`config.mk`:
```
export PLATFORM = sky130hd
export DESIGN_NAME = window_acc
export DESIGN_NICKNAME = d
export VERILOG_FILES = /design/src/rtl/window_acc_pkg.sv /design/src/rtl/window_acc_max_track.sv /design/src/rtl/window_acc.sv
export SDC_FILE = /design/constraint.sdc
export NUM_CORES = 1
export LEC_CHECK = 0
export CAP_MARGIN = 20
export CORE_MARGIN = 2
export CORE_UTILIZATION = 52
export CTS_BUF_LIST = sky130_fd_sc_hd__clkbuf_8
export DETAILED_ROUTE_END_ITERATION = 6
export HOLD_SLACK_MARGIN = 0.12
export PLACE_DENSITY_LB_ADDON = 0.3
export SYNTH_ARGS = -nofsm -noshare
export SYNTH_HDL_FRONTEND = slang
export SYNTH_SLANG_ARGS = --single-unit
```
`constraint.sdc`:
```
create_clock -name Clk -period 2.5 [get_ports Clk]
set_input_delay 0.375 -clock Clk [delete_from_list [all_inputs] [get_ports Clk]]
set_output_delay 0.375 -clock Clk [all_outputs]
set_load 0.1 [all_outputs]
```
`src/rtl/window_acc_pkg.sv`:
```
// Shared definitions for the windowed accumulator and its sibling stages.
package window_acc_pkg;

    // Window controller states
    typedef enum logic {
        IDLE  = 1'b0,
        ACCUM = 1'b1
    } state_e;

    // Guard bits on the accumulator: a 16-sample window of full-scale data cannot overflow
    localparam int unsigned ACC_GUARD_BITS = 4;

    // Width of the window-length field (length minus one)
    localparam int unsigned LEN_W = 4;

endpackage : window_acc_pkg

```
`src/rtl/window_acc_max_track.sv`:
```
// Running unsigned maximum register with synchronous clear and update enable.
module max_track #(
    parameter int unsigned W = 8
) (
    input  logic         clk,
    input  logic         rst_n,
    input  logic         clr_i,
    input  logic         en_i,
    input  logic [W-1:0] d_i,
    output logic [W-1:0] max_o
);

    logic [W-1:0] max_q;

    // Clear wins over update; a tie keeps the stored value
    always_ff @(posedge clk or negedge rst_n) begin
        if (!rst_n) begin
            max_q <= '0;
        end else if (clr_i) begin
            max_q <= '0;
        end else if (en_i && (d_i > max_q)) begin
            max_q <= d_i;
        end
    end

    assign max_o = max_q;

endmodule : max_track

```
`src/rtl/window_acc.sv`:
```
// Accumulates a window of 1..16 unsigned samples, tracking sum and maximum,
// and pulses done for one cycle when the window's last sample is taken.
module window_acc
    import window_acc_pkg::*;
#(
    parameter int unsigned size = 8
) (
    input  logic                         Clk,
    input  logic                         Reset,
    input  logic                         start,
    input  logic                         stall,
    input  logic [LEN_W-1:0]             len,
    input  logic [size-1:0]              Datain,
    output logic [size+ACC_GUARD_BITS-1:0] Acc,
    output logic [size-1:0]              Max,
    output logic                         busy,
    output logic                         done
);

    localparam int unsigned ACC_W = size + ACC_GUARD_BITS;

    state_e           state_q, state_d;
    logic [LEN_W-1:0] cnt_q, cnt_d;
    logic [ACC_W-1:0] acc_q, acc_d;
    logic             busy_q, busy_d;
    logic             done_q, done_d;
    logic             max_clr_c;
    logic             max_en_c;

    // Next-state logic: window start in IDLE, sampling and termination in ACCUM
    always_comb begin
        state_d   = state_q;
        cnt_d     = cnt_q;
        acc_d     = acc_q;
        done_d    = 1'b0;
        max_clr_c = 1'b0;
        max_en_c  = 1'b0;

        case (state_q)
            IDLE: begin
                if (start) begin
                    acc_d     = '0;
                    cnt_d     = len;
                    max_clr_c = 1'b1;
                    state_d   = ACCUM;
                end
            end
            ACCUM: begin
                // start is deliberately ignored here; only stall gates sampling
                if (!stall) begin
                    acc_d    = acc_q + ACC_W'(Datain);
                    max_en_c = 1'b1;
                    if (cnt_q == '0) begin
                        done_d  = 1'b1;
                        state_d = IDLE;
                    end else begin
                        cnt_d = cnt_q - LEN_W'(1);
                    end
                end
            end
            default: begin
                state_d = IDLE;
            end
        endcase

        busy_d = (state_d == ACCUM);
    end

    // Single state register for the controller, counter, sum and flags
    always_ff @(posedge Clk or negedge Reset) begin
        if (!Reset) begin
            state_q <= IDLE;
            cnt_q   <= '0;
            acc_q   <= '0;
            busy_q  <= 1'b0;
            done_q  <= 1'b0;
        end else begin
            state_q <= state_d;
            cnt_q   <= cnt_d;
            acc_q   <= acc_d;
            busy_q  <= busy_d;
            done_q  <= done_d;
        end
    end

    max_track #(
        .W (size)
    ) u_max_track (
        .clk   (Clk),
        .rst_n (Reset),
        .clr_i (max_clr_c),
        .en_i  (max_en_c),
        .d_i   (Datain),
        .max_o (Max)
    );

    assign Acc  = acc_q;
    assign busy = busy_q;
    assign done = done_q;

endmodule : window_acc

```
# Word-level counts from Yosys, hierarchy flattened
# Index checks and enable logic that the tools add are counted.
classes:
  n_addsub: 2
  magnitude_cmp: 1
  eq_ne: 3
  muxes: 19
  bitwise: 1
  reduce_logical: 5
op_table:
  columns: ["operator", "count"]
  rows:
  - ["$mux W12", 2]
  - ["$pmux W12 S2", 1]
  - ["$mux W8", 2]
  - ["$add A12 B8 Y12", 1]
  - ["$mux W4", 3]
  - ["$mux W1", 9]
  - ["$gt A8 B8 Y1", 1]
  - ["$pmux W4 S2", 1]
  - ["$ne A2 B2 Y1 const B", 3]
  - ["$logic_not A4 Y1", 1]
  - ["$sub A4 B1 Y4 const B", 1]
  - ["$reduce_and A3 Y1", 1]
  - ["$pmux W1 S2", 1]
  - ["$reduce_and A2 Y1", 1]
  - ["$reduce_bool A2 Y1", 1]
  - ["$logic_and A1 B1 Y1", 1]
  - ["$not A1 Y1", 1]
word_totals:
  reg_bits: 26
  in_bits: 16
  out_inout_bits: 22
  elab_cells: 36

# Longest topological paths before layout
# Gate-level depths: netlist (run 1).
logic_depth:
  depth_word: 5
  ltp_mapped: 6
  depth_no_buf: 6

# Hierarchy
# From an unflattened synthesis (run 1), not the netlist that was laid out.
hier_totals:
  cells_unflattened: 186
  area_unflattened_um2: 1801.7
by_module_without_submodules:
  columns: ["module", "instances", "cells_each", "area_per_inst_um2", "seq_area_each_um2"]
  rows:
  - ["window_acc", 1, 124, 1182.4, 450.4]
  - ["max_track", 1, 62, 619.3, 200.2]

# Worst setup path before layout (run 1)
# No wires, ideal clock.
synth_timing:
  path_type: "register to register"
  start: "reg u_max_track.max_q[7] (netlist: u_max_track.max_o[7])"
  end: "reg u_max_track.max_q[1] (netlist: u_max_track.max_o[1])"
  setup_time_ns: 0.125
  arrival_ns: 2.388
  t_required_ns: 2.375
  path_slack_ns: -0.013
  path_stages_with_launch: 7
  n_path_buf: 0
  synth_period_minus_slack_ns: 2.513
  cell_sequence: "dfrtp_1 inv_1 ha_1 a21oi_2 o21ai_1 o311ai_4 mux2_2"
synth_between:
  elab_chain_cells: 3
synth_lines:
  columns: ["item", "line_no", "text"]
  rows:
  - ["from (decl)", "window_acc_max_track.sv:13", "logic [W-1:0] max_q;"]
  - ["from (signal assigned)", "window_acc_max_track.sv:22", "max_q <= d_i;"]
  - ["$gt A8 B8 Y1", "window_acc_max_track.sv:21", "end else if (en_i && (d_i > max_q)) begin"]
  - ["$logic_and A1 B1 Y1", "window_acc_max_track.sv:21", null]
  - ["$reduce_bool A2 Y1 (no source line)", null, null]
# Every way passes these cells.
# A chain may end at the register's enable or synchronous reset.

# Worst setup path after layout (run 1)
layout_timing:
  start: "in Datain[0]"
  end: "reg acc_q[6] (netlist: Acc[6])"
layout_between:
  elab_chain_cells: 3
layout_lines:
  columns: ["item", "line_no", "text"]
  rows:
  - ["from (decl)", "window_acc.sv:13", "input logic [size-1:0] Datain,"]
  - ["$add A12 B8 Y12", "window_acc.sv:51", "acc_d = acc_q + ACC_W'(Datain);"]
  - ["$mux W12", "window_acc.sv:50", "if (!stall) begin"]
  - ["$pmux W12 S2", "window_acc.sv:39", "case (state_q)"]
  - ["to (signal assigned)", "window_acc.sv:74", "acc_q <= '0;"]
  - ["to (signal assigned)", "window_acc.sv:80", "acc_q <= acc_d;"]
  - ["to (decl)", "window_acc.sv:24", "logic [ACC_W-1:0] acc_q, acc_d;"]
# Every way passes these cells. The select of a mux whose other input is x is not followed.

==> results of run 1 <==
## layout by cell type (no fill, tap or decap), drive strengths merged, types with 2 or more instances in the layout
master / n
o21ai: 18
ha: 18
a21o: 3
clkbuf: 4
nor3: 2
a21oi: 13
inv: 13
clkdlybuf4s50: 15
or3: 2
nand4: 3
buf: 28
o22ai: 2
xor2: 2
nand2b: 3
nor2: 13
a22o: 2
xnor2: 3
mux2i: 6
nand2: 17
dfrtp: 26
mux2: 7
nor2b: 3
o211ai: 3
a211oi: 3
## how the worst max path moves through the flow
stage	start	cells past startpoint	slack, ps	endpoint
detailed placement	Datain[0]	7	-4	Acc[6]
global route	Datain[0]	7	200	Acc[6]
floorplan	u_max_track.max_o[5]	6	2	u_max_track.max_o[7]
CTS	Datain[0]	7	270	Acc[6]
global placement	Datain[0]	7	60	Acc[6]
finish	Datain[0]	7	270	Acc[6]
## per-layer routing
layer,global-route usage [%],vias to the layer above,routed length [µm]
met5,0,-,0
met4,10.2,0,78
met3,3.57,11,255
met2,41.9,61,1920
met1,26.6,707,1660
li1,-,739,-
## registers in the layout (all words and copies together) (netlist names)
register / flops
busy: 1
u_max_track.max_o: 8
Acc: 12
done: 1
cnt_q: 4
## kinds of logic after synthesis
family                   after synthesis  share of synthesized area (%)
flip-flops                            26                           38.3
buffers and inverters                 16                           3.68
adder cells (fa/ha/maj)               19                           14.4
multiplexers                          13                           8.17
AO/OA/AOI/OAI                         52                           20.3
AND/OR/NAND/NOR                       46                           12.6
XOR/XNOR                               5                           2.58
## layout make-up
type                    count  area [µm²]
clock buffers               4        55.1
fillers                   230         920
inverters                  13        48.8
multi-input cells         135         987
flip-flops and latches     26         652
well taps                  44        55.1
repair buffers             43         360
## stage by stage
step                      setup slack (ps)  std cells  utilization [%]  setup TNS, ps
after floorplan                       1.95        177                -              0
after global placement                57.1        261             68.3              0
after detailed placement             -4.49        261             68.3          -4.49
after CTS                              271        265             70.1              0
after global routing                   202        265             70.1              0
final                                  270        265             70.1              0
## worst max-delay path, stage by stage
cell,delay (ps)
clkdlybuf4s50_1,420
ha_1,250
fa_1,400
a21oi_1,240
o22ai_1,140
or3_1,320
a32o_1,250
==> results.sh, run 1 <==
export IMPL_status="finished, final reports clean"
export IMPL_synthCells=177
export IMPL_max_freq_mhz=448
export IMPL_worstSetupPathType="primary input to register"
export IMPL_finalWeightedCongestion=0.893
export IMPL_syn_nets=212
export IMPL_synth_seq_cells=26
export IMPL_antenna_cells=0
export IMPL_track_usage_pct=23.1
export IMPL_ys_seq_area_share_pct=38.3
export IMPL_yosys_area_top_type="dfrtp_1"
export IMPL_hold_buffers=0
export IMPL_dp_hpwl_um=3040
export IMPL_r2r_start="Acc[0]"
export IMPL_initial_utilization_pct=55.2
export IMPL_post_route_cells_drive_above_1_share_pct=19.9
export IMPL_dpl_cell_area_um2=2100
export IMPL_nNetsFinal=257
export IMPL_wl_per_cell_um=14.8
export IMPL_grt_pass1_wl_um=6390
export IMPL_fin_skew_ps=4.76
export IMPL_slew_violations=0
export IMPL_synth_distinct_cells=37
export IMPL_io_pins=38
export IMPL_numCtsBuffers=3
export IMPL_min_period_over_period_pct=89.2
export IMPL_die_area_um2=3740
export IMPL_period_needed_ps=2230
export IMPL_synth_ff_type="dfrtp_1"
export IMPL_finalHoldViolations=0
export IMPL_r2r_slack_ps=400
export IMPL_drc=0
export IMPL_num_vias=1518
export IMPL_synth_async_reset_ratio_pct=100
export IMPL_clkLatencyLatePin_ps=280
export IMPL_holdWs_ps=448
export IMPL_ys_warn_count=0
export IMPL_dr_pass1_iters=4
export IMPL_routed_wl_um=3910
export IMPL_syn2layout_area_growth_pct=26.9
export IMPL_finalInstanceArea_um2=2160
export IMPL_cp_max_fo=3
export IMPL_synth_top_area_share_pct=38.3
export IMPL_crit_arrival_ps=2400
export IMPL_synth_area_leaders="dfrtp_1 (38%), ha_1 (13%), o21ai_0 (4.7%), mux2_2 (4.6%), nand2_1 (3.8%)"
export IMPL_cts_resized=0
export IMPL_end_kind="register"
export IMPL_max_cap_violations=0
export IMPL_cts_clk_slew_worst_paths_ps=90
export IMPL_worst_slew_pin_slew_ps=618
export IMPL_rsz0062_at_grt="false"
export IMPL_cts_sinks=26
export IMPL_row_count=20
export IMPL_cts_root_buf="clkbuf_8"
export IMPL_cts_tree="yes"
export IMPL_vias_per_cell=5.73
export IMPL_die_w_um=61.2
export IMPL_dieHeight_um=61.2
export IMPL_core_um2=3080
export IMPL_synth_edff_count=0
export IMPL_overflow=0
export IMPL_ctsLongestPathBuffers=2
export IMPL_cts_setup_buffers=0
export IMPL_drtAntennaViolNets=0
export IMPL_worstReg2RegEnd="Acc[6]"
export IMPL_io_buffers=37
export IMPL_worstSetupStartpointType="primary input"
export IMPL_worstRegToRegCells=6
export IMPL_synth_most_common_cell="dfrtp_1"
export IMPL_syn_avg_cell_area_um2=9.61
export IMPL_setup_viol=0
export IMPL_first_iter_violations=84
export IMPL_grt_antenna_before_repair=0
export IMPL_slew_headroom_pct=58.6
export IMPL_grt_pass1_vias=1476
export IMPL_htree_num_levels=1
export IMPL_min_path_type="primary input to asynchronous set/reset pin"
export IMPL_ys_top_cells_by_count="dfrtp_1 (26), ha_1 (18), nand2_1 (17)"
export IMPL_grt_max_degree=27
export IMPL_netlist_area_um2=1700
export IMPL_crit_required_ps=2670
Power of run 1 is not shown: default switching activity piles up to over one toggle a cycle in this logic, so the estimate is an artifact.
==> run 2, diff against run 1 <==
--- a/config.mk
+++ b/config.mk
@@ -7,11 +7,12 @@
 export LEC_CHECK = 0
 export CAP_MARGIN = 20
 export CORE_MARGIN = 2
-export CORE_UTILIZATION = 52
+export CORE_UTILIZATION = 47
 export CTS_BUF_LIST = sky130_fd_sc_hd__clkbuf_8
 export DETAILED_ROUTE_END_ITERATION = 6
 export HOLD_SLACK_MARGIN = 0.12
 export PLACE_DENSITY_LB_ADDON = 0.3
+export SLEW_MARGIN = 20
 export SYNTH_ARGS = -nofsm -noshare
 export SYNTH_HDL_FRONTEND = slang
 export SYNTH_SLANG_ARGS = --single-unit
==> constraint.sdc (replaced) <==
create_clock -name Clk -period 2 [get_ports Clk]
set_input_delay 0.3 -clock Clk [delete_from_list [all_inputs] [get_ports Clk]]
set_output_delay 0.3 -clock Clk [all_outputs]
set_load 0.1 [all_outputs]
==> run 2 against run 1 <==
Effect of this change:
- the flow now finishes with violations (negative setup slack)
- cell area is 16% higher
- register-to-register slack worse by 410 ps
- worst setup slack got worse by 280 ps
- clock-buffer cell count unchanged
- core utilization increased by 2.9 points
- wire length grew 21%
- first-iteration DRC count increased by 6.0%
- die area up 9.9%
- sequential share of layout area is 2.2 points lower
- sequential cell count unchanged
- non-clock buffer count is 18 higher
- largest cell class unchanged
- highest routed layer unchanged
==> results.sh, run 2 (same netlist as run 1, synthesis figures left out) <==
export IMPL_clkLatencyLatePin_ps=280
export IMPL_slew_headroom_pct=62.6
export IMPL_numCtsBuffers=3
export IMPL_num_vias=1633
export IMPL_grt_pass1_wl_um=7760
export IMPL_dr_pass1_iters=4
export IMPL_layout_commonest_cell="buf_4"
export IMPL_min_path_type="primary input to asynchronous set/reset pin"
export IMPL_end_kind="register"
export IMPL_cts_tree="yes"
export IMPL_routed_wl_um=4720
export IMPL_dp_cells=279
export IMPL_track_usage_pct=24.2
export IMPL_htree_num_levels=1
export IMPL_dp_hpwl_um=3560
export IMPL_fin_skew_ps=6.34
export IMPL_worstSetupPathType="register to register"
export IMPL_dieHeight_um=64.2
export IMPL_slew_violations=0
export IMPL_rsz0062_at_grt="true"
export IMPL_cts_root_buf="clkbuf_8"
export IMPL_crit_arrival_ps=2180
export IMPL_finalWeightedCongestion=0.852
export IMPL_max_cap_violations=0
export IMPL_syn2layout_area_growth_pct=46.7
export IMPL_nNetsFinal=275
export IMPL_largest_reg_flops=12
export IMPL_layout_setup_ws_ps=-9.92
export IMPL_core_um2=3420
export IMPL_worstSetupStartpointType="register"
export IMPL_overflow=0
export IMPL_final_cell_mix="buf_4 (45), nand2_1 (17), o21ai_0 (14)"
export IMPL_drc=0
export IMPL_first_iter_violations=89
export IMPL_antenna_cells=0
export IMPL_ctsLongestPathBuffers=2
export IMPL_max_freq_mhz=498
export IMPL_crit_required_ps=2170
export IMPL_cts_sinks=26
export IMPL_die_w_um=64.2
export IMPL_vias_per_cell=5.73
export IMPL_cts_clk_slew_worst_paths_ps=100
export IMPL_grt_pass1_vias=1764
export IMPL_status="complete, but fails checks"
export IMPL_wl_per_cell_um=16.6
export IMPL_violations="negative setup slack"
export IMPL_row_count=21
export IMPL_cp_max_fo=2
export IMPL_die_area_um2=4120
export IMPL_grt_antenna_before_repair=0
export IMPL_stdcell_count=285
export IMPL_io_buffers=37
export IMPL_hold_buffers=0
export IMPL_io_pins=38
export IMPL_min_period_over_period_pct=100
export IMPL_period_needed_ps=2010
export IMPL_drtAntennaViolNets=0
export IMPL_initial_utilization_pct=49.8
export IMPL_worst_slew_pin_slew_ps=559
export IMPL_finalHoldViolations=0
export IMPL_r2r_slack_ps=-10
export IMPL_post_route_cells_drive_above_1_share_pct=41.8
export IMPL_setup_viol=1
export IMPL_grt_max_degree=27
## run 2: cell types whose count changed in the layout (fill, tap and decap cells not counted), moves of 5 or more
cell     before  now
mux2_2        7    1
ha_4          0    5
mux2_4        0    6
buf_4        28   45
dfrtp_4       0   11
dfrtp_1      25   10
inv_1        13    8
ha_1         18   11
## run 2: worst max-delay path: stages, from the launching register on
cell,delay (ps)
dfrtp_4,500
ha_4,170
fa_2,350
a21oi_2,160
o22ai_2,110
or3_1,340
a32o_1,260
## run 2: routing by layer
metal  GRT usage (%)  vias up  wire length (µm)
met4            11.7        0               159
met2            44.0       81              2410
met5               0        -                 0
li1                -      761                 -
met1            27.4      773              1800
met3            3.70       18               347
## run 2: layout make-up
| class | count | area (µm²) |
|---|---|---|
| Multi-Input combinational cell | 135 | 1120 |
| Fill cell | 273 | 922 |
| Sequential cell | 26 | 698 |
| Timing Repair Buffer | 61 | 508 |
| Tap cell | 46 | 57.6 |
| Clock buffer | 4 | 55.1 |
| Inverter | 13 | 51.3 |
## run 2: stage by stage
step	worst slack (ps)	instance area [µm²]	TNS, ps	util (%)	hold slack, ps
finish	-9.92	2490	-9.92	73.0	382
detailed placement	-297	2400	-3390	70.3	505
CTS	-23.7	2480	-23.7	72.5	406
global placement	-251	2400	-2500	70.3	462
floorplan	-122	1870	-642	-	4.41
global route	-53.5	2490	-53.5	73.0	414
## run 2: final timing paths
kind                            from  depth (start not counted)                   end
min                            Reset                          2  u_max_track.max_o[2]
max in group asynchronous      Reset                          2  u_max_track.max_o[7]
min in group Clk           Datain[1]                          2  u_max_track.max_o[1]
min reg2reg                  Acc[11]                          1               Acc[11]
max                           Acc[0]                          6                Acc[6]
max reg2reg                   Acc[0]                          6                Acc[6]
## run 2: repair_timing
item	CTS	global route
endpoints found under the setup margin	2	9
buffers inserted	2	0
pin swaps	1	3
gates resized for setup	3	6
endpoints found under the hold margin	0	0
cloned	0	0
Power of run 2 is left out for the same reason.
==> run 3, diff against run 2 <==
--- a/config.mk
+++ b/config.mk
@@ -12,6 +12,7 @@
 export DETAILED_ROUTE_END_ITERATION = 6
 export HOLD_SLACK_MARGIN = 0.12
 export PLACE_DENSITY_LB_ADDON = 0.3
+export SKIP_LAST_GASP = 1
 export SLEW_MARGIN = 20
 export SYNTH_ARGS = -nofsm -noshare
 export SYNTH_HDL_FRONTEND = slang
==> run 3 against run 2 <==
Effect of this change:
- the run still ends with negative setup slack left
- via count stayed put
- cell count stayed put
- die area stayed put
- register-to-register slack hardly changed
- wire length stayed put
- clock-buffer cell count stayed put
- cell area is 0.10% lower
- fmax is 0.65% lower
- sequential share of layout area hardly changed
- largest cell class unchanged
==> results.sh, run 3 (same netlist as run 1, synthesis figures left out) <==
export IMPL_status="complete, but fails checks"
export IMPL_violations="negative setup slack"
export IMPL_dr_pass1_iters=4
export IMPL_finalInstanceArea_um2=2490
export IMPL_dp_hpwl_um=3560
export IMPL_die_area_um2=4120
export IMPL_first_iter_violations=89
export IMPL_finalHoldViolations=0
export IMPL_fin_util_pct=72.9
export IMPL_finalWeightedCongestion=0.852
export IMPL_routed_top_layer="met4"
export IMPL_drtAntennaViolNets=0
export IMPL_slew_violations=0
export IMPL_min_path_type="primary input to asynchronous set/reset pin"
export IMPL_nNetsFinal=275
export IMPL_post_route_cells_drive_above_1_share_pct=41.4
export IMPL_crit_arrival_ps=2190
export IMPL_crit_required_ps=2170
export IMPL_worstSetupStartpointType="primary input"
export IMPL_cts_tree="yes"
export IMPL_antenna_cells=0
export IMPL_htree_num_levels=1
export IMPL_multi_input_area_um2=1120
export IMPL_regArea_um2=698
export IMPL_cts_sinks=26
export IMPL_track_usage_pct=24.2
export IMPL_fillCellCount=273
export IMPL_met3_wirelength_um=347
export IMPL_wl_met1_um=1800
export IMPL_max_freq_mhz=494
export IMPL_worst_slew_pin_slew_ps=559
export IMPL_end_kind="register"
export IMPL_clkLatencyLatePin_ps=280
export IMPL_grt_max_degree=27
export IMPL_vias_per_cell=5.73
export IMPL_wl_per_cell_um=16.6
export IMPL_initial_utilization_pct=49.8
export IMPL_layout_setup_ws_ps=-23.2
export IMPL_cp_max_fo=4
export IMPL_r2r_start="Acc[0]"
export IMPL_ctsLongestPathBuffers=2
export IMPL_max_cap_violations=0
export IMPL_largest_reg_flops=12
export IMPL_grt_pass1_vias=1764
export IMPL_numCtsBuffers=3
export IMPL_overflow=0
export IMPL_wl_met2_um=2410
export IMPL_drc=0
export IMPL_io_buffers=37
export IMPL_period_needed_ps=2020
export IMPL_cts_root_buf="clkbuf_8"
export IMPL_dieHeight_um=64.2
export IMPL_dp_cells=279
export IMPL_num_vias=1633
export IMPL_fin_skew_ps=6.34
export IMPL_die_w_um=64.2
export IMPL_setup_tns_ps=-23.2
export IMPL_dpl_cell_area_um2=2400
export IMPL_routed_wl_um=4720
export IMPL_rsz0062_at_grt="true"
export IMPL_cp_startpoint="Datain[5]"
export IMPL_syn2layout_area_growth_pct=46.5
export IMPL_grt_antenna_before_repair=0
export IMPL_grt_pass1_wl_um=7760
export IMPL_layout_commonest_cell="buf_4"
export IMPL_setup_viol=1
export IMPL_io_pins=38
export IMPL_worstSetupPathType="primary input to register"
export IMPL_final_cell_mix="buf_4 (45), nand2_1 (17), o21ai_0 (14)"
export IMPL_slew_headroom_pct=62.6
export IMPL_stdcell_count=285
export IMPL_row_count=21
export IMPL_cts_clk_slew_worst_paths_ps=100
export IMPL_core_um2=3420
export IMPL_min_period_over_period_pct=101
==> run 3: path summary, 6_finish.rpt <==
check,end,slack (ps),depth (start not counted)
max in group asynchronous,u_max_track.max_o[7],1320,2
worst max-delay path,Acc[6],-20,7
worst min register to register,Acc[11],520,1
worst max register to register,Acc[6],-10,6
worst min-delay path,u_max_track.max_o[2],380,2
min in group Clk,u_max_track.max_o[1],450,2
==> run 3: routing by layer <==
| layer | up-vias | GRT usage (%) |
|---|---|---|
| met3 | 18 | 3.70 |
| met5 | - | 0 |
| met4 | 0 | 11.7 |
| met2 | 81 | 44.0 |
| met1 | 773 | 27.4 |
| li1 | 761 | - |
==> run 3: layout make-up <==
| class | count | area share [%] |
|---|---|---|
| multi-input combinational | 135 | 45.0 |
| sequential | 26 | 28.0 |
| clock buffer | 4 | 2.21 |
| inverter | 13 | 2.06 |
| tap | 46 | 2.31 |
| timing repair buffer | 61 | 20.4 |
==> run 3: critical path, stage by stage <==
cell and delay (ps):
clkdlybuf4s50_1 470, buf_4 170, ha_1 360, nand3_1 150, o22ai_2 130, or3_1 340
a32o_1 260
==> run 3: what timing repair did <==
action,in CTS,in global routing
resized for setup,3,5
hold buffers,0,0
pin swaps,1,3
endpoints found under the setup margin,2,9
hold endpoints to repair,0,0
buffers inserted,2,0
gates cloned,0,0
==> run 3: metrics by stage <==
step	worst slack (ps)	hold slack (ps)
2_1_floorplan	-122	4.41
4_1_cts	-23.7	406
3_5_place_dp	-297	505
5_1_grt	-54.3	414
3_3_place_gp	-251	462
6_report	-23.2	382
Power of run 3 is left out for the same reason.
